===== config.mk =====
export PLATFORM = sky130hd
export DESIGN_NAME = spi_slave_port
export DESIGN_NICKNAME = d
export VERILOG_FILES = /design/src/rtl/spi_slave_port.sv
export SDC_FILE = /design/constraint.sdc
export NUM_CORES = 1
export LEC_CHECK = 0
export ABC_AREA = 1
export CORE_MARGIN = 8
export CORE_UTILIZATION = 50
export CTS_CLUSTER_SIZE = 16
export DETAILED_ROUTE_END_ITERATION = 8
export GPL_TIMING_DRIVEN = 0
export HOLD_SLACK_MARGIN = 0.05
export PLACE_DENSITY = 0.71
export SLEW_MARGIN = 5
export SYNTH_ARGS = -nofsm -noshare
export SYNTH_HDL_FRONTEND = slang
export SYNTH_SLANG_ARGS = --single-unit

===== constraint.sdc =====
create_clock -name CLK -period 4.3 [get_ports CLK]
set_input_delay 0.86 -clock CLK [delete_from_list [all_inputs] [get_ports CLK]]
set_output_delay 0.86 -clock CLK [all_outputs]
set_load 0.02 [all_outputs]

===== src/rtl/spi_slave_port.sv =====
// SPI mode-0 slave peripheral on the CPU I/O bus: 8-bit MSB-first frames with RX/TX hold
// registers, an overrun flag and a level interrupt.
module spi_slave_port #(
  parameter int         SYNC_STAGES = 2,
  parameter logic [7:0] IDLE_BYTE   = 8'hFF
) (
  input  logic       CLK,
  input  logic       RESET,
  input  logic [1:0] AD,
  input  logic [7:0] DI,
  output logic [7:0] DO,
  input  logic       rw,
  input  logic       cs,
  input  logic       spi_sck,
  input  logic       spi_mosi,
  input  logic       spi_cs_n,
  output logic       spi_miso,
  output logic       intr
);

  typedef enum logic {ST_IDLE, ST_SHIFT} state_t;
  state_t state, state_next;

  logic [SYNC_STAGES-1:0] sck_sync, mosi_sync, csn_sync;
  logic                   sck_prev, csn_prev;
  logic [SYNC_STAGES:0]   fill;
  logic                   armed;

  logic [6:0] rxsh;
  logic [7:0] txsh;
  logic [2:0] bitcnt;
  logic [7:0] tx_hold, rx_hold, idle_reg;
  logic [2:0] ctrl;
  logic       txf, rxf, ovr, rd_prev;

  logic sck_s, mosi_s, csn_s;
  logic sck_rise, sck_fall, csn_fall;
  logic frame_start, shift_in, shift_out, byte_done, load_tx;
  logic wr, rd_data, rd_clear;
  logic [7:0] rx_byte;

  // Pin synchronisers. A frame only becomes valid once cs_n has been seen high through
  // a fully refilled chain, so a host holding cs_n low across reset is ignored.
  always_ff @(posedge CLK) begin
    if (RESET) begin
      sck_sync  <= '1;
      mosi_sync <= '1;
      csn_sync  <= '1;
      sck_prev  <= 1'b1;
      csn_prev  <= 1'b1;
      fill      <= '0;
      armed     <= 1'b0;
    end else begin
      sck_sync  <= {sck_sync[SYNC_STAGES-2:0], spi_sck};
      mosi_sync <= {mosi_sync[SYNC_STAGES-2:0], spi_mosi};
      csn_sync  <= {csn_sync[SYNC_STAGES-2:0], spi_cs_n};
      sck_prev  <= sck_sync[SYNC_STAGES-1];
      csn_prev  <= csn_sync[SYNC_STAGES-1];
      fill      <= {fill[SYNC_STAGES-1:0], 1'b1};
      if (fill[SYNC_STAGES] && csn_sync[SYNC_STAGES-1])
        armed <= 1'b1;
    end
  end

  assign sck_s    = sck_sync[SYNC_STAGES-1];
  assign mosi_s   = mosi_sync[SYNC_STAGES-1];
  assign csn_s    = csn_sync[SYNC_STAGES-1];
  assign sck_rise = sck_s & ~sck_prev;
  assign sck_fall = ~sck_s & sck_prev;
  assign csn_fall = armed & csn_prev & ~csn_s;

  assign wr       = cs & ~rw;
  assign rd_data  = cs & rw & (AD == 2'd0);
  assign rd_clear = rd_data & ~rd_prev;
  assign rx_byte  = {rxsh, mosi_s};

  always_ff @(posedge CLK) begin
    if (RESET) state <= ST_IDLE;
    else       state <= state_next;
  end

  always_comb begin
    state_next  = state;
    frame_start = 1'b0;
    shift_in    = 1'b0;
    shift_out   = 1'b0;
    byte_done   = 1'b0;
    case (state)
      ST_IDLE: begin
        if (csn_fall) begin
          state_next  = ST_SHIFT;
          frame_start = 1'b1;
        end
      end
      ST_SHIFT: begin
        if (csn_s) begin
          state_next = ST_IDLE;
        end else begin
          shift_in  = sck_rise;
          byte_done = sck_rise && (bitcnt == 3'd7);
          shift_out = sck_fall && (bitcnt != 3'd0);
        end
      end
      default: state_next = ST_IDLE;
    endcase
    load_tx = frame_start | byte_done;
  end

  // Later assignments win: a DATA write re-arms TXF after a load, an OVR set beats its clear.
  always_ff @(posedge CLK) begin
    if (RESET) begin
      rxsh     <= '0;
      txsh     <= '0;
      bitcnt   <= '0;
      tx_hold  <= '0;
      rx_hold  <= '0;
      idle_reg <= IDLE_BYTE;
      ctrl     <= '0;
      txf      <= 1'b0;
      rxf      <= 1'b0;
      ovr      <= 1'b0;
      rd_prev  <= 1'b0;
      intr     <= 1'b0;
    end else begin
      rd_prev <= rd_data;
      intr    <= (ctrl[0] & rxf) | (ctrl[1] & ~txf) | (ctrl[2] & ovr);

      if (load_tx) begin
        txsh <= txf ? tx_hold : idle_reg;
        txf  <= 1'b0;
      end else if (shift_out) begin
        txsh <= {txsh[6:0], 1'b0};
      end

      if (frame_start) begin
        bitcnt <= '0;
      end else if (shift_in) begin
        rxsh   <= rx_byte[6:0];
        bitcnt <= bitcnt + 3'd1;
      end

      if (byte_done && (!rxf || rd_clear)) begin
        rx_hold <= rx_byte;
        rxf     <= 1'b1;
      end else if (rd_clear) begin
        rxf <= 1'b0;
      end

      if (wr && AD == 2'd1 && DI[2])
        ovr <= 1'b0;
      if (byte_done && rxf && !rd_clear)
        ovr <= 1'b1;

      if (wr) begin
        case (AD)
          2'd0: begin
            tx_hold <= DI;
            txf     <= 1'b1;
          end
          2'd2:    ctrl     <= DI[2:0];
          2'd3:    idle_reg <= DI;
          default: ;
        endcase
      end
    end
  end

  assign spi_miso = (state == ST_SHIFT) ? txsh[7] : 1'b1;

  always_comb begin
    DO = '0;
    case (AD)
      2'd0: DO = rx_hold;
      2'd1: DO = {3'b000, (state == ST_SHIFT), ~csn_s, ovr, ~txf, rxf};
      2'd2: DO = {5'b00000, ctrl};
      2'd3: DO = idle_reg;
      default: DO = '0;
    endcase
  end

endmodule


**After elaboration in Yosys (flattened, before gate mapping)**

Index checks and enable logic that the tools add are counted.

- Add/subtract/negate cells: 1
- Equality and inequality tests: 4
- Multiplexer cells: 23
- Bitwise operators: 22
- Reductions and logical operators: 21

Operators by type and width:

| kind | number |
|---|---|
| $pmux 8 s4 | 1 |
| $mux 8 | 3 |
| $mux 1 | 18 |
| $and 1x1->1 | 11 |
| $logic_and 1x1->1 | 8 |
| $not 1->1 | 8 |
| $reduce_and 2->1 | 4 |
| $reduce_bool 2->1 | 3 |
| $eq 2x2->1 const B | 2 |
| $add 3x1->3 const B | 1 |
| $eq 3x3->1 const B | 1 |
| $or 1x1->1 | 3 |
| $reduce_bool 3->1 | 1 |
| $eq 2x1->1 const B | 1 |
| $logic_not 1->1 | 2 |
| $logic_not 2->1 | 1 |
| $pmux 1 s2 | 1 |
| $reduce_or 2->1 | 1 |
| $logic_or 1x1->1 | 1 |

- Bits in registers: 63
- Word-level logic and storage cells: 92

**Logic depth before layout (Yosys ltp)**

Gate-level depths: netlist of run 1.

- Depth after elaboration: 9
- Mapped depth: 8
- Depth with buffers taken out: 8

**Worst setup path after synthesis of run 1**

Ideal clock, no wire load.

- Path type: input port to output port
- Start point: in AD[0]
- End point: out DO[5]
- Arrival time: 1.547 ns
- Required time: 3.440 ns
- Path slack: 1.893 ns
- Stages on the path: 2
- Buffers on the path: 0
- Cell sequence: nand2_1 -> o21ai_0

- Word-level cells in the longest chain between the ends: 2
- Elaborated cells between the ends (all ways): 5
- Classes of those cells: eq/ne (3); mux (1); reduce/logical (1)

Ends and longest elaborated chain:

| item | line | text |
|---|---|---|
| start: declaration | 9 | `input logic [1:0] AD,` |
| $eq 2x2->1 (tied with other cells) | 172 | `case (AD)` |
| $pmux 8 s4 (*) | 172 |  |
| end: declaration | 11 | `output logic [7:0] DO,` |

Mark *: on every way between the ends. The rest lies on a longest branch, timed or not.

**Worst setup path in the final report of run 1**

- Start point: in AD[0]
- End point: out DO[4]

Same word-level chain as after synthesis.

==> results of run 1 <==
-- cells in the mapped netlist (4+ instances only) --
master    number  area, um2
nand2_1       79        297
a21oi_1       16       80.1
nor2_4         4       45.0
o21ai_1        6       30.0
nand3_1       21        105
o211ai_1      10       75.1
clkbuf_1       6       22.5
inv_1         30        113
dfxtp_1       63       1260
o21ai_0       25        125
nor2_1        59        221
nand3b_1       5       37.5
or2_2          6       37.5
inv_2          5       18.8
-- critical path: cells and delay by family --
family | cells | cell delay, ns
AOI/OAI and AO/OA | 1 | 0.14
and+or+nand+nor | 2 | 0.38
buffers and inverters | 3 | 1.21
-- logic make-up (layout without fill, tap and decap cells) --
family | count (synthesis) | in the layout
buffers and inverters | 47 | 89
and+or+nand+nor | 184 | 184
adders and majority gates | 3 | 3
DFF | 63 | 63
AOI/OAI and AO/OA | 63 | 63
-- routing by layer --
| layer | vias up | wire [um] |
|---|---|---|
| li1 | 1230 | - |
| met1 | 1022 | 2950 |
| met2 | 53 | 2840 |
| met3 | 12 | 285 |
| met4 | 0 | 139 |
| met5 | - | 0 |
-- through the flow --
step,worst slack (ns),cells,hold slack (ns)
2_1_floorplan,1.89,360,0.388
3_5_place_dp,0.870,456,0.395
4_1_cts,0.857,472,0.406
5_1_grt,0.736,472,0.424
6_report,0.853,472,0.406
3_3_place_gp,0.848,456,0.390
-- layout by cell type (no fill, tap or decap), types with 6 or more instances in the layout --
cell type / synthesis / layout
nand2_1: 79 / 79
dfxtp_1: 63 / 63
nor2_1: 59 / 59
inv_1: 30 / 30
clkdlybuf4s50_1: 0 / 26
o21ai_0: 25 / 25
nand3_1: 21 / 21
a21oi_1: 16 / 16
o211ai_1: 10 / 10
clkbuf_8: 0 / 10
clkbuf_1: 6 / 8
or2_2: 6 / 6
o21ai_1: 6 / 6
-- worst min path at each step --
stage | start | to | slack, ns | cells after the start
after floorplan | fill[0]$_DFF_P_ | fill[1]$_SDFF_PP0_ | 0.39 | 2
after global placement | fill[1]$_SDFF_PP0_ | fill[2]$_SDFF_PP0_ | 0.39 | 2
after detailed placement | fill[0]$_DFF_P_ | fill[1]$_SDFF_PP0_ | 0.39 | 2
after CTS | fill[0]$_DFF_P_ | fill[1]$_SDFF_PP0_ | 0.41 | 2
after global routing | fill[0]$_DFF_P_ | fill[1]$_SDFF_PP0_ | 0.42 | 2
final | fill[0]$_DFF_P_ | fill[1]$_SDFF_PP0_ | 0.41 | 2
-- power by group through the flow --
stage                     combinational (uW)  sequential (uW)  clock, uW
final                                   91.5              602        496
after detailed placement                91.3              615          0
after global routing                    99.8              603        533
after CTS                               91.9              602        506
after floorplan                         50.0              614          0
after global placement                  90.7              615          0
-- final cells by class --
cell class              count  area [um2]
fillers                   501        1910
flip-flops and latches     63        1260
multi-input cells         250        1230
repair buffers             26         260
clock buffers              12         145
inverters                  35         131
well taps                  70        87.6
plain buffers              12        68.8
clock inverters             4        45.0
==> out/qor.txt, run 1 <==
Synth Area in Simple Gates -> 30.7%
Setup TNS -> 0 ns
Worst Reg2Reg Path Length in Cells -> 8
Met3 Usage GRT -> 3.49%
Clk pwr share -> 41.7%
Post-CTS setup buffers -> 0
Final Cell Area -> 0.00323 mm2
WL/cell -> 13.2 um
Worst EP arrival -> 2.59 ns
Crit path capture type -> output port
Cell-internal power -> 916 uW
Total GRT Usage -> 16.8%
Global-route wire length before repair -> 10200 um
Cell mode on critical path -> clkdlybuf4s50_1
Via count -> 2317
Die area -> 0.00799 mm2
Critical path cell sequence -> clkdlybuf4s50_1, inv_1, nor2_1, nand2_1, o211ai_1, clkdlybuf4s50_1
CP required -> 3.44 ns
# clock sinks -> 63
Largest net degree at the start of global routing -> 11
Chip width -> 89.4 um
Crit Reg-Reg Endpoint -> rx_hold[2]$_SDFFE_PP0P_
CTS max path bufs -> 2
DRC -> 0
Critical Path Slowest Stage Cell -> clkdlybuf4s50_1
RSZ-0062 raised after global routing -> false
Slew @ Worst Pin -> 0.532 ns
Outcome -> completed
CP Launch Type -> input pin
DRT Pass-1 Iters -> 4
Initial DRC count -> 107
GPL Wtd Cong -> 0.856
Area grow syn2layout -> 20.0%
Nets -> 417
Yosys warns -> 0
Post-DP HPWL -> 4530 um
Hold Crit Class -> reg -> reg
Layout Utilization -> 62.9%
Post-route clock period utilization -> 80.2%
Number of synthesized flops with an enable pin -> 0
Cell row count -> 26
Sequential share of power -> 50.6%
Fraction of the mapped netlist area in adder cells -> 1.39%
Most Crowded Layer GR -> met2
Diodes inserted -> 0
Skew-Pair Late Insertion Delay -> 0.34 ns
Ys flop type -> dfxtp_1
Fraction of layout cells with a size suffix above 1 -> 10.9%
Syn Std Cell Area -> 0.00269 mm2
Reg-to-reg slack, setup -> 2.66 ns
Yosys reg bits -> 63
PwrDens -> 368 mW/mm2
Global Route met1 Usage -> 20.4%
Peak Freq -> 290 MHz
Crit Path Category -> in -> out
Final Hold Fails -> 0
Root Buffer -> clkbuf_8
Cts bufs inserted -> 9
Max FO, Critical Path -> 6
Clk pin slew, worst setup/hold paths -> 0.07 ns
Cells after Synth -> 360
Post-DRT Antenna Nets -> 0
Met2 global-route usage -> 27.3%
R2r startpoint -> bitcnt[0]$_SDFFE_PP0N_
Total power -> 1190 uW
CTS Hold Bufs -> 0
Worst vdd ir -> 0.260 mV
Fraction of registers with async set or reset after synthesis -> 0%
I/O pins -> 27
Sw power -> 273 uW
Final setup vio count -> 0
Clock skew -> 0.00662 ns
Crit path time final -> 3.45 ns
Gate power share -> 7.7%
Crit. Startpoint -> AD[0]
Combinational family with the most area after synthesis -> simple AND/OR/NAND/NOR gates
CTS tree -> done
Post-cts resize count -> 0
Sequential element share of the synthesized area -> 46.8%
Core ar. -> 0.00514 mm2
Multiplexer share of the synthesized area -> 0%
Synth Area in Compound Gates -> 13.7%
Vias in the first global route -> 2157
Slew HR -> 64.5%
H-tree Lvls -> 3
Starting Density -> 52.4%
Post-Synth XOR/XNOR Area -> 0%
Via/cell ratio -> 4.91
Syn avg cell area -> 7.48 um2
Yosys cell types -> 27
Net Sw Frac -> 22.9%
Syn Nets -> 380
Max-Cap Viols -> 0
Initial antenna violation count -> 0
Max Slew Vio Count -> 0
Port bufs -> 26
Congestion Overflow GR -> 0
Routed wire length -> 6210 um
Static leakage -> 0.00137 uW
Cell Area, Placed -> 0.00304 mm2
Die height -> 89.4 um
Setup crit end -> DO[4]
Slowest cell delay on critical path -> 0.66 ns
No activity file was read; power rests on OpenSTA's default activity.
==> run 2, diff against run 1 <==
PLACE_DENSITY = 0.74   (was 0.71)
clock period = 2.9 ns   (was 4.3 ns; I/O delays follow)
==> run 2 against run 1 <==
  * Global-route usage rose by 0.82 points
  * Non-clock buffer count did not move
  * Sequential power rose by 48%
  * Utilization rose by 1.1 points
  * Clock skew rose by 0.0019 ns
  * Clock power rose by 70%
  * Setup slack got worse by 0.43 ns
  * Clock-buffer cell count fell by 3
  * Design area rose by 1.7%
  * Combinational power rose by 49%
  * Critical path type unchanged
  * Largest power group unchanged
  * Highest routed layer unchanged
==> out/qor.txt, run 2 (same netlist as run 1, synthesis figures left out) <==
Multi-input logic area -> 0.00124 mm2
Congestion Overflow GR -> 0
Global-route wire length before repair -> 10900 um
Largest net degree at the start of global routing -> 13
Nets -> 417
RSZ-0062 raised after global routing -> false
Total GRT Usage -> 17.6%
Max FO, Critical Path -> 10
Crit path capture type -> output port
Crit path time final -> 2.48 ns
Worst vdd ir -> 0.405 mV
GPL Wtd Cong -> 0.881
Via count -> 2375
Hold Crit Class -> reg -> reg
Root Buffer -> clkbuf_8
CTS Hold Bufs -> 0
# clock sinks -> 63
I/O pins -> 27
Chip width -> 89.4 um
Post-DP HPWL -> 4600 um
Clk pin slew, worst setup/hold paths -> 0.08 ns
Fill count -> 501
WHS -> 0.407 ns
Die area -> 0.00799 mm2
Global Route met1 Usage -> 21.7%
Final Cell Area -> 0.00329 mm2
Vias in the first global route -> 2305
Max Slew Vio Count -> 0
Cell Area, Placed -> 0.00304 mm2
Worst EP arrival -> 1.90 ns
Via/cell ratio -> 5.03
Total power -> 1870 uW
Worst Hold Path Cells -> 2
Most Crowded Layer GR -> met2
Commonest non-fill, non-tap cell in the layout -> nand2_1
Diodes inserted -> 0
Peak Freq -> 403 MHz
Post-DRT Antenna Nets -> 0
Outcome -> completed
Starting Density -> 52.4%
CTS tree -> done
Die height -> 89.4 um
Worst Reg2Reg Path Length in Cells -> 8
Core ar. -> 0.00514 mm2
Setup TNS -> 0 ns
H-tree Lvls -> 3
Cts bufs inserted -> 9
Slew HR -> 65.5%
Fraction of layout cells with a size suffix above 1 -> 11.9%
Skew-Pair Late Insertion Delay -> 0.34 ns
Port bufs -> 26
Fin worst setup slack -> 0.419 ns
Crit Path Category -> in -> out
PwrDens -> 569 mW/mm2
FF/Latch Area -> 0.00126 mm2
Slew @ Worst Pin -> 0.518 ns
Met2 global-route usage -> 28.6%
DRT Pass-1 Iters -> 4
Final setup vio count -> 0
Cell row count -> 26
CTS max path bufs -> 2
CP required -> 2.32 ns
Routed wire length -> 6230 um
Most frequent cells in the layout -> nand2_1, dfxtp_1, nor2_1
Max-Cap Viols -> 0
DRC -> 0
Post-route clock period utilization -> 85.5%
Clock skew -> 0.00850 ns
Static leakage -> 0.00149 uW
Place WS -> 0.00639 ns
Final Hold Fails -> 0
CP Launch Type -> input pin
Met3 Usage GRT -> 4.78%
WL/cell -> 13.2 um
Initial DRC count -> 131
Area grow syn2layout -> 22.1%
Initial antenna violation count -> 0
## run 2: changes by cell type in the layout (fill, tap and decap cells not counted), moves of 2 or more
cell	previous run	this run
clkbuf_1	8	6
clkdlybuf4s50_1	26	18
clkinv_2	3	1
clkinv_4	0	2
clkinvlp_4	0	2
dlymetal6s2s_1	0	8
o21ai_0	25	23
o21ai_1	6	8
## run 2: layer usage
layer	part of all wire, %	wire length [um]
met5	0	0
met4	1.0	65
met2	47	2950
met1	48	3020
met3	3.0	189
## run 2: where the power goes
part | switching (uW) | total (uW) | leakage, uW | internal [uW]
logic | 78.8 | 136 | 0.000873 | 57.3
registers | 8.11 | 892 | 0.000512 | 884
clock network | 359 | 844 | 0.000105 | 485
total | 446 | 1870 | 0.00149 | 1430
## run 2: layout make-up
cell class | instances | area share, %
multi-input combinational | 250 | 37.6
inverter | 35 | 4.00
tap | 70 | 2.66
clock buffer | 9 | 3.77
buffer | 12 | 2.09
timing repair buffer | 26 | 8.52
sequential | 63 | 38.4
clock inverter | 7 | 2.97
## run 2: critical path, stage by stage
cell and delay, ns:
clkdlybuf4s50_1 0.49, nor2_1 0.19, buf_4 0.19, nand2_1 0.06, o211ai_1 0.11, dlymetal6s2s_1 0.27
## run 2: what timing repair did
action	in CTS	in global routing
endpoints found under the setup margin	3	8
resized for setup	0	12
buffers inserted	0	0
pin swaps	0	0
## run 2: final timing paths
kind	start	end	slack, ns
setup / recovery	AD[1]	DO[4]	0.42
hold / removal	fill[1]$_SDFF_PP0_	fill[2]$_SDFF_PP0_	0.41
setup reg to reg	bitcnt[0]$_SDFFE_PP0N_	rx_hold[1]$_SDFFE_PP0P_	1.33
hold reg to reg	fill[1]$_SDFF_PP0_	fill[2]$_SDFF_PP0_	0.41
## run 2: through the flow
step / util [%] / cells
after floorplan: - / 360
after global placement: 59.2 / 456
after detailed placement: 59.2 / 456
after CTS: 63.5 / 472
after global routing: 64.0 / 472
final: 64.0 / 472
==> run 3, diff against run 2 <==
PLACE_DENSITY = 0.71   (was 0.74)
RECOVER_POWER = 100   (was unset)
clock period = 2.3 ns   (was 2.9 ns; I/O delays follow)
==> run 3 against run 2 <==
  * Largest cell class unchanged
  * Clock-buffer cell count rose by 3
  * Die area did not move
  * Register-to-register slack got worse by 1.1 ns
  * Design area fell by 3.9%
  * Critical path type unchanged
  * Largest power group unchanged
==> out/qor.txt, run 3 (same netlist as run 1, synthesis figures left out) <==
Crit path capture type -> output port
Commonest non-fill, non-tap cell in the layout -> nand2_1
CP required -> 1.84 ns
Post-CTS setup buffers -> 0
Routed wire length -> 6220 um
Peak Freq -> 459 MHz
Cts bufs inserted -> 9
Crit path time final -> 2.18 ns
Initial DRC count -> 96
Max-Cap Viols -> 0
Hold Crit Class -> reg -> reg
Max Slew Vio Count -> 0
Slew HR -> 60.7%
Port bufs -> 26
Vias in the first global route -> 2157
Congestion Overflow GR -> 0
Crit Path Category -> in -> out
Static leakage -> 0.00136 uW
Final Cell Area -> 0.00316 mm2
DRC -> 0
GPL Wtd Cong -> 0.856
Reg-to-reg slack, setup -> 0.28 ns
Nets -> 417
Die area -> 0.00799 mm2
# clock sinks -> 63
CP Launch Type -> input pin
Chip width -> 89.4 um
Total power -> 2210 uW
Clock skew -> 0.00603 ns
Root Buffer -> clkbuf_8
Setup TNS -> 0 ns
Starting Density -> 52.4%
Worst vdd ir -> 0.484 mV
Final Hold Fails -> 0
R2r startpoint -> bitcnt[0]$_SDFFE_PP0N_
Crit Reg-Reg Endpoint -> rx_hold[2]$_SDFFE_PP0P_
Worst Hold Path Cells -> 2
CTS tree -> done
Via count -> 2342
Final setup vio count -> 0
Hold endpoint -> fill[1]$_SDFF_PP0_
CTS max path bufs -> 2
Global-route wire length before repair -> 10200 um
Largest net degree at the start of global routing -> 11
Post-DRT Antenna Nets -> 0
Fraction of layout cells with a size suffix above 1 -> 11.4%
RSZ-0062 raised after global routing -> false
Hold path start -> fill[0]$_DFF_P_
Worst EP arrival -> 1.72 ns
PwrDens -> 700 mW/mm2
Max FO, Critical Path -> 10
H-tree Lvls -> 3
Area grow syn2layout -> 17.3%
Clk pin slew, worst setup/hold paths -> 0.06 ns
Skew-Pair Late Insertion Delay -> 0.34 ns
Worst Reg2Reg Path Length in Cells -> 8
Initial antenna violation count -> 0
Total GRT Usage -> 16.8%
DRT Pass-1 Iters -> 4
Diodes inserted -> 0
I/O pins -> 27
Cell Area, Placed -> 0.00304 mm2
Core ar. -> 0.00514 mm2
Outcome -> completed
Die height -> 89.4 um
Via/cell ratio -> 4.96
Slew @ Worst Pin -> 0.588 ns
Most frequent cells in the layout -> nand2_1, dfxtp_1, nor2_1
Cell row count -> 26
Post-DP HPWL -> 4530 um
WL/cell -> 13.2 um
Post-route clock period utilization -> 94.7%
CTS Hold Bufs -> 0
-- run 3: how the worst max path moves through the flow --
stage,slack (ns),startpoint,endpoint
floorplan,0.69,AD[0],DO[5]
detailed placement,-0.33,AD[0],DO[4]
CTS,0.001,AD[1],DO[6]
global route,0.05,AD[1],DO[7]
finish,0.12,AD[1],DO[2]
global placement,-0.35,AD[0],DO[4]
-- run 3: report_power, final --
group          switching, uW  internal [uW]  leakage (uW)
Clock                    400            525      0.000100
Combinational           97.8           63.0      0.000749
Sequential              10.2           1120      0.000512
Total                    508           1700       0.00136
-- run 3: area by class of cell --
type	count	area (um2)
tap	70	87.6
timing repair buffer	26	216
multi-input combinational	250	1210
clock buffer	12	145
buffer	12	61.3
inverter	35	131
sequential	63	1260
fill	513	1980
clock inverter	4	45.0
-- run 3: timing repair --
item,4_1_cts,5_1_grt
resized for setup,15,15
setup endpoints to repair,8,8
hold endpoints to repair,0,0
-- run 3: metrics by stage --
| stage | std cells | util [%] | hold WS, ns | worst slack [ns] |
|---|---|---|---|---|
| 2_1_floorplan | 360 | - | 0.388 | 0.693 |
| 3_3_place_gp | 456 | 59.2 | 0.390 | -0.352 |
| 3_5_place_dp | 456 | 59.2 | 0.395 | -0.330 |
| 4_1_cts | 472 | 62.9 | 0.406 | 0.00134 |
| 5_1_grt | 472 | 61.5 | 0.424 | 0.0516 |
| 6_report | 472 | 61.5 | 0.405 | 0.121 |
-- run 3: worst max-delay path: stages --
cell and delay (ns):
clkdlybuf4s50_1 0.47, nor2_1 0.17, buf_4 0.18, nand2_1 0.06, o2111ai_1 0.11, clkbuf_1 0.26
-- run 3: per-layer routing --
layer	global-route usage [%]	part of all wire, %	vias up
met3	3.49	4.0	11
met1	20.4	48	1054
met4	8.91	2.2	0
li1	-	-	1230
met2	27.3	46	47
met5	0	0	-
